==> src/rtl/serial_adder.sv <==
// Bit-serial adder: a single full-adder cell plus a carry flop, LSB first, one bit per clock.
// Define SERIAL_ADDER_SUB_EN to add the sub port (a - b - cin with borrow-out in cout).
module serial_adder #(
  parameter int unsigned WIDTH = 8
) (
  input  logic             clk,
  input  logic             rst,
  input  logic             start,
  input  logic [WIDTH-1:0] a,
  input  logic [WIDTH-1:0] b,
  input  logic             cin,
`ifdef SERIAL_ADDER_SUB_EN
  input  logic             sub,
`endif
  output logic             busy,
  output logic             done,
  output logic [WIDTH-1:0] sum,
  output logic             cout
);

  localparam int unsigned      CNT_W = $clog2(WIDTH);
  localparam logic [CNT_W-1:0] LAST  = CNT_W'(WIDTH - 1);

  typedef enum logic [1:0] {
    IDLE  = 2'd0,
    SHIFT = 2'd1,
    DONE  = 2'd2
  } state_t;

  state_t           r_state;
  logic [WIDTH-1:0] r_a;
  logic [WIDTH-1:0] r_b;
  logic [WIDTH-1:0] r_sh;
  logic             r_carry;
  logic [CNT_W-1:0] r_cnt;

  logic             w_b_bit;
  logic             w_cin_load;
  logic             w_sum_bit;
  logic             w_carry_nxt;
  logic             w_cout_fin;
  logic [WIDTH-1:0] w_sum_fin;

`ifdef SERIAL_ADDER_SUB_EN
  logic r_sub;

  // Subtraction is a + ~b + ~cin; the borrow is the inverted final carry.
  assign w_b_bit    = r_b[0] ^ r_sub;
  assign w_cin_load = cin ^ sub;
  assign w_cout_fin = w_carry_nxt ^ r_sub;
`else
  assign w_b_bit    = r_b[0];
  assign w_cin_load = cin;
  assign w_cout_fin = w_carry_nxt;
`endif

  assign w_sum_bit   = r_a[0] ^ w_b_bit ^ r_carry;
  assign w_carry_nxt = (r_a[0] & w_b_bit) | (r_carry & (r_a[0] ^ w_b_bit));
  assign w_sum_fin   = {w_sum_bit, r_sh[WIDTH-1:1]};

  always_ff @(posedge clk) begin
    if (rst) begin
      r_state <= IDLE;
      r_a     <= '0;
      r_b     <= '0;
      r_sh    <= '0;
      r_carry <= 1'b0;
      r_cnt   <= '0;
      busy    <= 1'b0;
      done    <= 1'b0;
      sum     <= '0;
      cout    <= 1'b0;
`ifdef SERIAL_ADDER_SUB_EN
      r_sub   <= 1'b0;
`endif
    end else begin
      case (r_state)
        IDLE, DONE: begin
          done <= 1'b0;
          if (start) begin
            r_a     <= a;
            r_b     <= b;
            r_sh    <= '0;
            r_carry <= w_cin_load;
            r_cnt   <= '0;
            busy    <= 1'b1;
            r_state <= SHIFT;
`ifdef SERIAL_ADDER_SUB_EN
            r_sub   <= sub;
`endif
          end else begin
            r_state <= IDLE;
          end
        end
        SHIFT: begin
          // start is ignored here, so in-flight operands cannot be disturbed.
          r_a     <= r_a >> 1;
          r_b     <= r_b >> 1;
          r_sh    <= w_sum_fin;
          r_carry <= w_carry_nxt;
          r_cnt   <= r_cnt + CNT_W'(1);
          if (r_cnt == LAST) begin
            sum     <= w_sum_fin;
            cout    <= w_cout_fin;
            busy    <= 1'b0;
            done    <= 1'b1;
            r_state <= DONE;
          end
        end
        default: begin
          busy    <= 1'b0;
          done    <= 1'b0;
          r_state <= IDLE;
        end
      endcase
    end
  end

endmodule

==> config.mk <==
export PLATFORM = sky130hd
export DESIGN_NAME = serial_adder
export DESIGN_NICKNAME = d
export VERILOG_FILES = /design/src/rtl/serial_adder.sv
export SDC_FILE = /design/constraint.sdc
export NUM_CORES = 1
export LEC_CHECK = 0
export BUFFER_PORTS_ARGS = -buffer_cell sky130_fd_sc_hd__buf_2
export CAP_MARGIN = 10
export CORE_MARGIN = 3
export CORE_UTILIZATION = 52
export CTS_CLUSTER_SIZE = 20
export DETAILED_ROUTE_END_ITERATION = 8
export PLACE_DENSITY = 0.75
export SLEW_MARGIN = 20
export SYNTH_ARGS = -nofsm -noshare
export SYNTH_HDL_FRONTEND = slang
export SYNTH_SLANG_ARGS = --single-unit
==> constraint.sdc <==
create_clock -name clk -period 3.2 [get_ports clk]
set_input_delay 0.32 -clock clk [delete_from_list [all_inputs] [get_ports clk]]
set_output_delay 0.32 -clock clk [all_outputs]
set_load 0.03 [all_outputs]
==> results.json, run 1 <==
{
  "crit_chain": "nand2b_1 -> buf_4 -> nand3_2 -> a21oi_2",
  "avgViaCountPerCell": 5.51,
  "die_area_sq_mm": 0.00428,
  "die_w_um": 65.4,
  "wl_met3_um": 158,
  "drc": 0,
  "post_cts_resized": 0,
  "ctsLongestPathBuffers": 2,
  "wl_met2_um": 1750,
  "synth_seq_cells": 40,
  "crit_cells": 4,
  "worstHoldEndpoint": "r_a[3]$_SDFFE_PP0P_",
  "startpoint": "r_state[0]$_SDFFE_PP0P_",
  "critical_path.max_stage_delay_ps": 650,
  "min_path_type": "in -> reg",
  "clock_latency_ps": 350,
  "power_density_mw_per_mm2": 529,
  "area_growth_pct": 8.87,
  "port_buffers": 30,
  "cts_tree": "yes",
  "yosys_warnings": 0,
  "start_util_pct": 57.3,
  "final_common_cell": "dfxtp_1",
  "grt_first_pass_wirelength_um": 6280,
  "yosysTopAreaCellShare_pct": 43.7,
  "placeableCoreArea_sq_mm": 0.00320,
  "grt_max_degree": 41,
  "antenna_cells": 0,
  "layout.nets": 229,
  "hpwl_um": 2330,
  "die_h_um": 65.4,
  "syn_area_sq_mm": 0.00183,
  "ant_nets": 0,
  "cts.sinks": 40,
  "yosysTopAreaCell": "dfxtp_1",
  "final.period_utilization_pct": 55.9,
  "cts_setup_buffers": 0,
  "fin_tns_setup_ps": 0,
  "wl_per_cell_um": 14.1,
  "crit_path_start_kind": "flip-flop",
  "finalNonFillerCells": 251,
  "vias": 1383,
  "routabilityCongestion": 0.756,
  "synth.distinct_cells": 25,
  "path_clk_slew_ps": 120,
  "final.min_clock_period_ps": 1790,
  "synth.top_cells.by_area": "dfxtp_1 44%, nor3_2 13%, buf_6 6.1%, o22ai_1 5.1%, nand3_2 4.4%",
  "setup_violations": 0,
  "run_status": "finished clean",
  "hold_depth": 3,
  "rsz0062_at_grt": "no",
  "crit_required_ps": 3480,
  "fin_skew_ps": 9.24,
  "met1Wirelength_um": 1570,
  "overflow": 0,
  "syn-num-nets": 207,
  "cp_max_fo": 20,
  "arrival_ps": 2070,
  "grt.total_usage_pct": 18.9,
  "root_buffer": "clkbuf_4",
  "postCtsHoldBufs": 0,
  "cp_top_family": "simple AND/OR/NAND/NOR gates",
  "synthCells": 184,
  "slew_headroom_pct": 39.4,
  "hold_violations": 0,
  "dp.cells": 243,
  "routed_wl_um": 3540,
  "drv_slew": 0,
  "fmax_ghz": 0.559,
  "htree_levels": 2,
  "grt_pass1_vias": 1325,
  "final_cell_mix": "40 x dfxtp_1, 30 x buf_2, 24 x nor3_2",
  "final_core_util_pct": 62.3,
  "syn_area_per_cell_sq_um": 9.97,
  "worst_slew_pin_slew_ps": 909,
  "highest_layer": "met4",
  "ir_drop_v": 0.000293,
  "numCtsBuffers": 5,
  "rr_worst_depth": 4,
  "seq_area_frac_synth_pct": 43.7,
  "critPathSlowestCell": "nand2b_1",
  "cp_num_buf_inv": 1,
  "r2r-start": "r_state[0]$_SDFFE_PP0P_",
  "min_from": "a[3]",
  "antenna_found_initial": 0,
  "drive_gt1_share_pct": 39.6,
  "rows": 20,
  "reg2reg_to": "r_sh[2]$_SDFFE_PP0P_",
  "drt_pre_antenna_iters": 4,
  "crit_type": "reg -> reg",
  "pin_count": 31,
  "crit_path_end_kind": "flip-flop",
  "cap_violations": 0,
  "r2r_slack_ps": 1410,
  "leakage_nw": 0.733,
  "drtIter0Drc": 95
}
-- cell usage after synthesis (all sizes together) --
library cell   n
mux2i          2
nand3         21
o21ai          1
nor3          31
clkbuf         4
nand3b         1
buf           14
fa             1
nor2           5
nand2         18
and2b          1
o22ai         15
nor3b          1
o21a           3
dfxtp         40
nor2b          1
ha             2
nand2b         3
a21oi         20
-- tightest hold or removal path: stages --
cell     delay [ps]
buf_2            70
o22ai_1          60
nor3_2          130
-- through the flow --
stage               hold slack, ps  cell area (sq um)  power [mW]  setup WS, ps
finish                         275               2000        1.06          1410
global route                   261               2000        1.11          1230
CTS                            257               1990        1.07          1330
detailed placement             443               1900       0.701          1340
global placement               440               1900       0.694          1460
floorplan                      446               1830       0.687          2010
-- power by group --
group / switching, mW / internal [mW]
registers: 0.0208 / 0.524
clock network: 0.160 / 0.207
logic: 0.0859 / 0.0583
-- per-layer routing --
metal  vias up  track usage (%)
met3         7             5.64
met5         -                0
met4         0             6.22
li1        693                -
met2        30             30.6
met1       653             24.1
-- sequential cells by signal (all words and copies together), names as in the netlist --
signal   cells
done         1
r_cnt        3
r_b          8
r_carry      1
r_a          8
r_state      2
r_sh         7
sum          8
busy         1
cout         1
-- area by class of cell --
cell class / instances / area [sq um]
multi-input cells: 126 / 873
fillers: 303 / 1210
clock buffers: 7 / 65.1
repair buffers: 33 / 173
clock inverters: 1 / 30.0
flip-flops and latches: 40 / 801
well taps: 44 / 55.1
-- logic make-up (layout without fill, tap and decap cells) --
kind of cell,count (synthesis),count (layout),synth area share [%]
AND/OR/NAND/NOR,82,82,30.2
flip-flops,40,40,43.7
AO/OA/AOI/OAI,39,39,13.7
buffers and inverters,18,41,8.87
adder cells (fa/ha/maj),3,3,2.46
multiplexers,2,2,1.09
-- worst max path at each step --
stage,to
6_report,r_sh[2]$_SDFFE_PP0P_
5_1_grt,sum[5]$_SDFFE_PP0P_
4_1_cts,r_b[5]$_SDFFE_PP0P_
3_5_place_dp,r_b[5]$_SDFFE_PP0P_
3_3_place_gp,r_b[3]$_SDFFE_PP0P_
2_1_floorplan,sum[6]$_SDFFE_PP0P_
(Power assumes the default switching activity.)
==> inputs of run 2 (changes only) <==
- ABC_AREA: not set -> 1
- CORE_UTILIZATION: 52 -> 49
- PLACE_DENSITY: 0.75 -> 0.74
- clock period: 3.2 -> 1.58 ns (I/O delays scaled with it)
==> results.json, run 2 <==
{
  "synth_seq_cells": 40,
  "swShare_pct": 25.2,
  "crit_type": "reg -> reg",
  "rows": 21,
  "hold_violations": 0,
  "crit_path_end_kind": "flip-flop",
  "cts.sinks": 40,
  "synth_ff_type": "dfxtp_1",
  "yosysTopAreaCell": "dfxtp_1",
  "critical_path.max_stage_delay_ps": 400,
  "synth.top_cells.by_area": "dfxtp_1 44%, nand2_1 16%, nor2_1 11%, nand3_1 5.2%, inv_1 4.3%",
  "worst_slew_pin_slew_ps": 346,
  "cp_max_fo": 24,
  "post_cts_resized": 0,
  "crit_path_start_kind": "flip-flop",
  "final.period_utilization_pct": 78.8,
  "ir_drop_v": 0.000543,
  "r2r_slack_ps": 340,
  "fin_skew_ps": 6.30,
  "final_common_cell": "nand2_1",
  "fin_area_sq_mm": 0.00208,
  "use_met3_pct": 5.90,
  "grt.total_usage_pct": 16.4,
  "placeableCoreArea_sq_mm": 0.00347,
  "layout.nets": 312,
  "setup_violations": 0,
  "min_path_type": "in -> reg",
  "ant_nets": 0,
  "syn_area_sq_mm": 0.00183,
  "multiInputGateArea_sq_um": 838,
  "pwr-share-comb_pct": 14.1,
  "slew_headroom_pct": 76.9,
  "yosysTopAreaCellShare_pct": 43.8,
  "grt_first_pass_wirelength_um": 5530,
  "cts_setup_buffers": 0,
  "pin_count": 31,
  "reg_top3": "r_a: 8 flops, r_b: 8 flops, sum: 8 flops",
  "area_growth_pct": 13.8,
  "synth_commonest_cells": "80 x nand2_1, 55 x nor2_1, 40 x dfxtp_1",
  "final.min_clock_period_ps": 1240,
  "overflow": 0,
  "place_area_sq_mm": 0.00197,
  "post-synth-top-count-cell": "nand2_1",
  "postCtsHoldBufs": 0,
  "avgViaCountPerCell": 4.50,
  "root_buffer": "clkbuf_8",
  "htree_levels": 2,
  "syn_area_per_cell_sq_um": 6.97,
  "final_cell_mix": "80 x nand2_1, 55 x nor2_1, 40 x dfxtp_1",
  "hpwl_um": 2300,
  "die_w_um": 67.1,
  "synthCells": 262,
  "cts_tree": "yes",
  "power.internal_mw": 1.65,
  "grt_max_degree": 31,
  "p_sw_mw": 0.555,
  "drc": 0,
  "antenna_cells": 0,
  "grt.busiest_layer": "met2",
  "start_util_pct": 52.7,
  "routed_wl_um": 3320,
  "syn-num-nets": 285,
  "run_status": "finished clean",
  "fillCellCount": 361,
  "crit_chain": "inv_2 -> nand2_4 -> nand2_4 -> nand2_1 -> nor2_1 -> nor2_1",
  "met1_usage_pct": 20.4,
  "fmax_ghz": 0.804,
  "path_clk_slew_ps": 70,
  "routabilityCongestion": 0.748,
  "grtUsageMet2_pct": 25.5,
  "leakage_nw": 1.06,
  "arrival_ps": 1470,
  "drt_pre_antenna_iters": 4,
  "drive_gt1_share_pct": 17.6,
  "seq_area_frac_synth_pct": 43.8,
  "synth_edf_count": 0,
  "clock_latency_ps": 290,
  "clkPwrFrac_pct": 36.7,
  "wl_per_cell_um": 9.88,
  "drtIter0Drc": 79,
  "yosys_warnings": 0,
  "die_h_um": 67.1,
  "ctsLongestPathBuffers": 2,
  "regArea_sq_um": 801,
  "numCtsBuffers": 5,
  "die_area_sq_mm": 0.00450,
  "synth.distinct_cells": 22,
  "power.share.sequential_pct": 49.2,
  "drv_slew": 0,
  "critPathSlowestCell": "dfxtp_1",
  "grt_pass1_vias": 1255,
  "port_buffers": 30,
  "fin_tns_setup_ps": 0,
  "vias": 1511,
  "rsz0062_at_grt": "no",
  "crit_required_ps": 1810,
  "power_density_mw_per_mm2": 1060,
  "antenna_found_initial": 0,
  "cap_violations": 0,
  "ys_async_sr_fraction_pct": 0
}
[run 2: critical path: cells and delay by family (launching register included)]
family | cells | cell delay [ps]
and+or+nand+nor | 5 | 700
DFF | 1 | 400
buffers and inverters | 1 | 70
[run 2: kinds of logic (layout without fill, tap and decap cells)]
| group | Yosys count | count (layout) | share of synthesized area [%] |
|---|---|---|---|
| AOI/OAI and AO/OA | 17 | 17 | 5.14 |
| adders and majority gates | 3 | 3 | 2.47 |
| and+or+nand+nor | 165 | 165 | 38.3 |
| DFF | 40 | 40 | 43.8 |
| buffers and inverters | 37 | 65 | 10.3 |
[run 2: worst paths after layout]
kind,start,endpoint,cells after the start
setup reg to reg,r_state[1]$_SDFFE_PP0P_,r_carry$_SDFFE_PP0P_,6
hold / removal,b[7],r_b[7]$_SDFFE_PP0P_,3
setup / recovery,r_state[1]$_SDFFE_PP0P_,r_carry$_SDFFE_PP0P_,6
hold reg to reg,r_sh[4]$_SDFFE_PP0P_,sum[3]$_SDFFE_PP0P_,2
[run 2: cell type report]
type,instances,share of cell area [%]
well taps,46,2.77
clock buffers,6,3.49
inverters,24,4.33
flip-flops and latches,40,38.5
multi-input cells,185,40.3
repair buffers,33,8.90
clock inverters,2,1.68
[run 2: stage by stage]
| step | instances | power [mW] | hold slack (ps) | utilization (%) | worst slack [ps] |
|---|---|---|---|---|---|
| 6_report | 336 | 2.21 | 117 | 60.0 | 336 |
| 5_1_grt | 336 | 2.32 | 120 | 60.0 | 179 |
| 4_1_cts | 336 | 2.23 | 112 | 60.0 | 322 |
| 3_5_place_dp | 328 | 1.42 | 419 | 56.9 | 329 |
| 3_3_place_gp | 328 | 1.42 | 415 | 56.9 | 355 |
| 2_1_floorplan | 262 | 1.36 | 227 | - | 416 |
[run 2: routing by layer]
metal  part of all wire (%)  vias up
met5                      0        -
met4                    1.6        0
met3                    4.5        4
met2                     45       25
met1                     49      630
li1                       -      852
[run 2: power groups by stage]
stage	sequential [mW]	clock [mW]	combinational (mW)
3_3_place_gp	1.11	0	0.311
2_1_floorplan	1.11	0	0.253
4_1_cts	1.09	0.827	0.316
6_report	1.08	0.809	0.311
3_5_place_dp	1.11	0	0.313
5_1_grt	1.09	0.871	0.360
